$ cat src/rtl/led_io_pkg.sv
// Register map and CTRL bit positions shared by the LED output port and its bench.
package led_io_pkg;

    localparam logic [1:0] ADDR_DATA   = 2'd0;
    localparam logic [1:0] ADDR_MASK   = 2'd1;
    localparam logic [1:0] ADDR_PERIOD = 2'd2;
    localparam logic [1:0] ADDR_CTRL   = 2'd3;

    localparam int CTRL_EN  = 0;
    localparam int CTRL_INV = 1;
    localparam int CTRL_CLR = 2;

endpackage

$ cat src/rtl/led_blink_timer.sv
// Blink timebase: free-running prescaler feeding an 8-bit period counter that toggles phase.
module led_blink_timer
    import led_io_pkg::*;
#(
    parameter int PRESCALE_W = 24
) (
    input  logic       clk,
    input  logic       rst_n,
    input  logic [7:0] period,
    input  logic       period_wr,
    input  logic       clr,
    output logic       phase
);

    logic [PRESCALE_W-1:0] presc_p0;
    logic [7:0]            count_p0;
    logic                  phase_p0;
    logic                  tick;

    assign tick  = &presc_p0;
    assign phase = phase_p0;

    // prescaler -> period counter -> phase
    always_ff @(posedge clk or negedge rst_n) begin
        if (!rst_n) begin
            presc_p0 <= '0;
            count_p0 <= '0;
            phase_p0 <= 1'b0;
        end else if (clr) begin
            presc_p0 <= '0;
            count_p0 <= '0;
            phase_p0 <= 1'b0;
        end else begin
            presc_p0 <= presc_p0 + 1'b1;
            if (period == 8'd0) begin
                count_p0 <= '0;
                phase_p0 <= 1'b0;
            end else if (period_wr) begin
                // a new period restarts the count so it can never sit above PERIOD-1
                count_p0 <= '0;
            end else if (tick) begin
                if (count_p0 == period - 8'd1) begin
                    count_p0 <= '0;
                    phase_p0 <= ~phase_p0;
                end else begin
                    count_p0 <= count_p0 + 8'd1;
                end
            end
        end
    end

endmodule

$ cat src/rtl/led_io_port.sv
// Memory-mapped LED port: register file, read mux, blink timer and registered LED drive.
module led_io_port
    import led_io_pkg::*;
#(
    parameter int PRESCALE_W = 24
) (
    input  logic       clk,
    input  logic       rst_n,
    input  logic       wr_en,
    input  logic       rd_en,
    input  logic [1:0] addr,
    input  logic [7:0] wdata,
    output logic [7:0] rdata,
    output logic [7:0] led
);

    logic [7:0] data_p0;
    logic [7:0] mask_p0;
    logic [7:0] period_p0;
    logic       en_p0;
    logic       inv_p0;
    logic       phase;
    logic       period_wr;
    logic       clr;
    logic [7:0] rd_mux;
    logic [7:0] led_next;
    logic [7:0] led_p1;
    logic [7:0] rdata_p1;

    assign period_wr = wr_en && (addr == ADDR_PERIOD);
    assign clr       = wr_en && (addr == ADDR_CTRL) && wdata[CTRL_CLR];

    // register file
    always_ff @(posedge clk or negedge rst_n) begin
        if (!rst_n) begin
            data_p0   <= 8'h00;
            mask_p0   <= 8'h00;
            period_p0 <= 8'h00;
            en_p0     <= 1'b1;
            inv_p0    <= 1'b0;
        end else if (wr_en) begin
            case (addr)
                ADDR_DATA:   data_p0   <= wdata;
                ADDR_MASK:   mask_p0   <= wdata;
                ADDR_PERIOD: period_p0 <= wdata;
                default: begin
                    en_p0  <= wdata[CTRL_EN];
                    inv_p0 <= wdata[CTRL_INV];
                end
            endcase
        end
    end

    led_blink_timer #(
        .PRESCALE_W (PRESCALE_W)
    ) u_timer (
        .clk       (clk),
        .rst_n     (rst_n),
        .period    (period_p0),
        .period_wr (period_wr),
        .clr       (clr),
        .phase     (phase)
    );

    // read mux sees pre-write contents, so a same-cycle write is not forwarded
    always_comb begin
        rd_mux = 8'h00;
        case (addr)
            ADDR_DATA:   rd_mux = data_p0;
            ADDR_MASK:   rd_mux = mask_p0;
            ADDR_PERIOD: rd_mux = period_p0;
            default:     rd_mux = {3'b000, phase, 2'b00, inv_p0, en_p0};
        endcase
    end

    always_comb begin
        led_next = 8'h00;
        if (en_p0) begin
            led_next = (data_p0 & ~(mask_p0 & {8{phase}})) ^ {8{inv_p0}};
        end
    end

    // output stage: LED drive and read data
    always_ff @(posedge clk or negedge rst_n) begin
        if (!rst_n) begin
            led_p1   <= 8'h00;
            rdata_p1 <= 8'h00;
        end else begin
            led_p1 <= led_next;
            if (rd_en) begin
                rdata_p1 <= rd_mux;
            end
        end
    end

    assign led   = led_p1;
    assign rdata = rdata_p1;

endmodule

$ cat config.mk
export PLATFORM = sky130hd
export DESIGN_NAME = led_io_port
export DESIGN_NICKNAME = d
export VERILOG_FILES = /design/src/rtl/led_io_pkg.sv /design/src/rtl/led_blink_timer.sv /design/src/rtl/led_io_port.sv
export SDC_FILE = /design/constraint.sdc
export NUM_CORES = 1
export LEC_CHECK = 0
export CAP_MARGIN = 5
export CORE_UTILIZATION = 40
export DETAILED_ROUTE_END_ITERATION = 7
export PLACE_DENSITY = 0.64
export SLEW_MARGIN = 0
export SYNTH_ARGS = -nofsm -noshare
export SYNTH_HDL_FRONTEND = slang
export SYNTH_SLANG_ARGS = --single-unit
$ cat constraint.sdc
create_clock -name clk -period 2.2 [get_ports clk]
set_input_delay 0.44 -clock clk [delete_from_list [all_inputs] [get_ports clk]]
set_output_delay 0.44 -clock clk [all_outputs]
set_load 0.05 [all_outputs]
==> impl_metrics.py <==
metrics = {
    "route": {
        "drc": 0,
        "drtPass1Iterations": 6,
        "num_vias": 2728,
        "detail-route-antenna-nets": 0,
        "wl_per_cell_um": 15.02,
        "via_per_inst": 5.391,
        "routed_wl_um": 7601,
        "first_iter_violations": 140,
    },
    "critical_path": {
        "worst_setup_path_start_kind": "register",
        "r2r-start": "period_p0[0]$_DFFE_PN0P_",
        "timing.rr.end": "u_timer.count_p0[7]$_DFFE_PN0P_",
        "reg2reg_depth": 7,
        "crit_fanout": 6,
        "worstSetupPathType": "reg2reg",
        "crit_arrival_ns": 2.28,
        "reg2reg_slack_ns": 0.14,
        "end_kind": "register",
        "crit_required_ns": 2.42,
    },
    "finish": {
        "antenna_cells": 0,
        "nFillCells": 855,
        "nets": 409,
        "drive_gt1_share_pct": 19.24,
        "area_growth_pct": 19.42,
        "postLayoutCellArea_mm2": 0.004509,
        "final_common_cell": "dfrtp_1",
        "stdcell_count": 506,
        "layout_common_cells": "74 x dfrtp_1, 37 x nor2_1, 30 x nand2_1",
    },
    "min_path": {
        "hold_class": "in2async",
    },
    "synth": {
        "syn_avg_cell_area_um2": 10.76,
        "syn-num-nets": 369,
        "synthArstFlopShare_pct": 100.0,
        "syn_area_mm2": 0.003776,
        "synth_top_flop_cell": "dfrtp_1",
        "yosysWarnings": 0,
        "synth_cell_types": 43,
        "seq_area_frac_synth_pct": 49.73,
        "synth_cells": 351,
        "synth-seq-cells": 75,
        "synth-edff-count": 0,
    },
    "timing": {
        "finalSetupTns_ns": 0,
        "whs_ns": 0.05710,
        "fin_crit_ns": 2.064,
        "worst_pin_slew_ns": 0.5143,
        "clock-skew-final_ns": 0.008979,
        "period_share_pct": 93.82,
        "finalHoldViolations": 0,
        "rsz0062_at_grt": "no",
        "fmax_mhz": 484.5,
        "finalMaxSlewViolations": 0,
        "setup_violations": 0,
        "maxSlewHeadroom_pct": 65.26,
    },
    "grt": {
        "grt-ovfl-total": 0,
        "grt_max_degree": 40,
        "grt_pass1_wl_um": 13270,
        "grtUsageTotal_pct": 17.31,
        "grt_pass1_vias": 2768,
        "grt_antenna_before_repair": 0,
    },
    "floorplan": {
        "die_w_um": 99.16,
        "io_pins": 30,
        "start_util_pct": 41.06,
        "dieArea_mm2": 0.009833,
        "die_h_um": 99.16,
        "core_mm2": 0.009196,
        "rows": 35,
    },
    "clock_tree": {
        "cts_root_buffer": "clkbuf_8",
        "clk_latency_ns": 0.35,
        "clock_sinks": 75,
        "cts_tree": "built",
        "htree_levels": 3,
        "hold_buffers": 0,
        "cts_buffers": 9,
        "clk_path_buf_depth": 2,
        "cts.clk_slew.worst_paths_ns": 0.08,
    },
    "placed_design": {
        "io_buffers": 29,
        "dp_hpwl_um": 5331,
        "gp_congestion": 0.8375,
        "dp.cells": 491,
        "place_area_mm2": 0.004270,
    },
    "pwr": {
        "p_leak_nw": 1.920,
        "ir_drop_v": 0.0003849,
        "totalPowerFinal_mw": 4.082,
        "power.density_mw_per_mm2": 905.2,
    },
    "outcome": {
        "run_status": "complete, no violations",
    },
    "flow_run": {
        "maxCapViolations": 0,
    },
}
## power by group
group | leakage (nW) | internal [mW] | switching [mW]
clock network | 0.119 | 0.741 | 0.503
logic | 0.848 | 0.453 | 0.559
registers | 0.954 | 1.61 | 0.217
## cell usage after synthesis, types with 2 or more instances
| cell | count | area (um2) |
|---|---|---|
| nor2_1 | 37 | 138.9 |
| or3_1 | 4 | 25.02 |
| mux2i_1 | 6 | 60.06 |
| and4_1 | 5 | 43.79 |
| dfrtp_1 | 74 | 1852 |
| nand4_1 | 8 | 50.05 |
| ha_1 | 4 | 50.05 |
| nor4_4 | 3 | 63.81 |
| nor3_1 | 15 | 75.07 |
| and2_1 | 8 | 50.05 |
| mux4_2 | 3 | 67.56 |
| o21ai_0 | 3 | 15.01 |
| clkbuf_1 | 13 | 48.80 |
| xnor2_1 | 22 | 192.7 |
| a21oi_1 | 16 | 80.08 |
| inv_1 | 3 | 11.26 |
| and3_1 | 5 | 31.28 |
| o2bb2ai_1 | 2 | 17.52 |
| nand3_1 | 15 | 75.07 |
| xor2_1 | 19 | 166.4 |
| nand2_1 | 30 | 112.6 |
| mux2_2 | 29 | 326.6 |
| nand3b_1 | 2 | 15.01 |
| nor2b_1 | 2 | 12.51 |
| nor3_2 | 3 | 30.03 |
| nor4_1 | 3 | 18.77 |
## worst max path at each step
stage	from	endpoint
2_1_floorplan	period_p0[0]$_DFFE_PN0P_	u_timer.phase$_DFFE_PN0P_
3_3_place_gp	u_timer.presc_p0[0]$_DFF_PN0_	u_timer.count_p0[7]$_DFFE_PN0P_
3_5_place_dp	u_timer.presc_p0[0]$_DFF_PN0_	u_timer.count_p0[7]$_DFFE_PN0P_
4_1_cts	u_timer.presc_p0[0]$_DFF_PN0_	u_timer.count_p0[7]$_DFFE_PN0P_
5_1_grt	period_p0[1]$_DFFE_PN0P_	u_timer.count_p0[7]$_DFFE_PN0P_
6_report	period_p0[0]$_DFFE_PN0P_	u_timer.count_p0[7]$_DFFE_PN0P_
## registers in the layout (all words and copies together) (netlist names)
register and flops:
data_p0 8, en_p0 1, inv_p0 1, led 8, mask_p0 8, period_p0 8, rdata 8, u_timer.count_p0 8
u_timer.phase 1, u_timer.presc_p0 24
## layer usage
metal / global-route usage, % / vias to the layer above / share of wire [%]
met5: 0 / - / 0
met3: 4.357 / 11 / 3.2
met4: 6.674 / 0 / 1.6
met2: 25.93 / 55 / 46
met1: 24.29 / 1353 / 49
li1: - / 1309 / -
## repair_timing
action | CTS | global route
gates resized for setup | 0 | 2
setup endpoints to repair | 0 | 6
setup buffers | 0 | 0
## cell families (layout without fill, tap and decap cells)
family          Yosys count  count (layout)  share of synthesized area, %
compound gates           28              28                         4.407
xor+xnor                 41              41                         9.509
fa+ha+maj                 4               4                         1.325
buf+inv                  18              62                         1.822
flops                    75              75                         49.74
mux                      38              38                         12.03
simple gates            147             147                         21.17
## metrics by stage
| step | setup slack (ns) | utilization (%) |
|---|---|---|
| finish | 0.1360 | 49.03 |
| floorplan | 0.2466 | - |
| CTS | 0.07268 | 48.93 |
| global placement | 0.1283 | 46.44 |
| detailed placement | 0.09068 | 46.44 |
| global route | 0.01668 | 49.03 |
## worst max-delay path, cell delays in order (launching register included)
cell and delay, ns:
dfrtp_1 0.35, inv_1 0.06, ha_1 0.27, o21ba_1 0.20, a221oi_1 0.29, a41oi_1 0.16
nor4_4 0.49, nor4_1 0.10
## final cells by class
cell class / count / area (um2) / share of cell area (%)
sequential: 75 / 1878 / 41.65
tap: 111 / 138.9 / 3.080
inverter: 3 / 11.26 / 0.2497
multi-input combinational: 258 / 1839 / 40.79
clock buffer: 9 / 123.9 / 2.747
clock inverter: 6 / 105.1 / 2.331
timing repair buffer: 44 / 412.9 / 9.157
(Power assumes the default switching activity.)
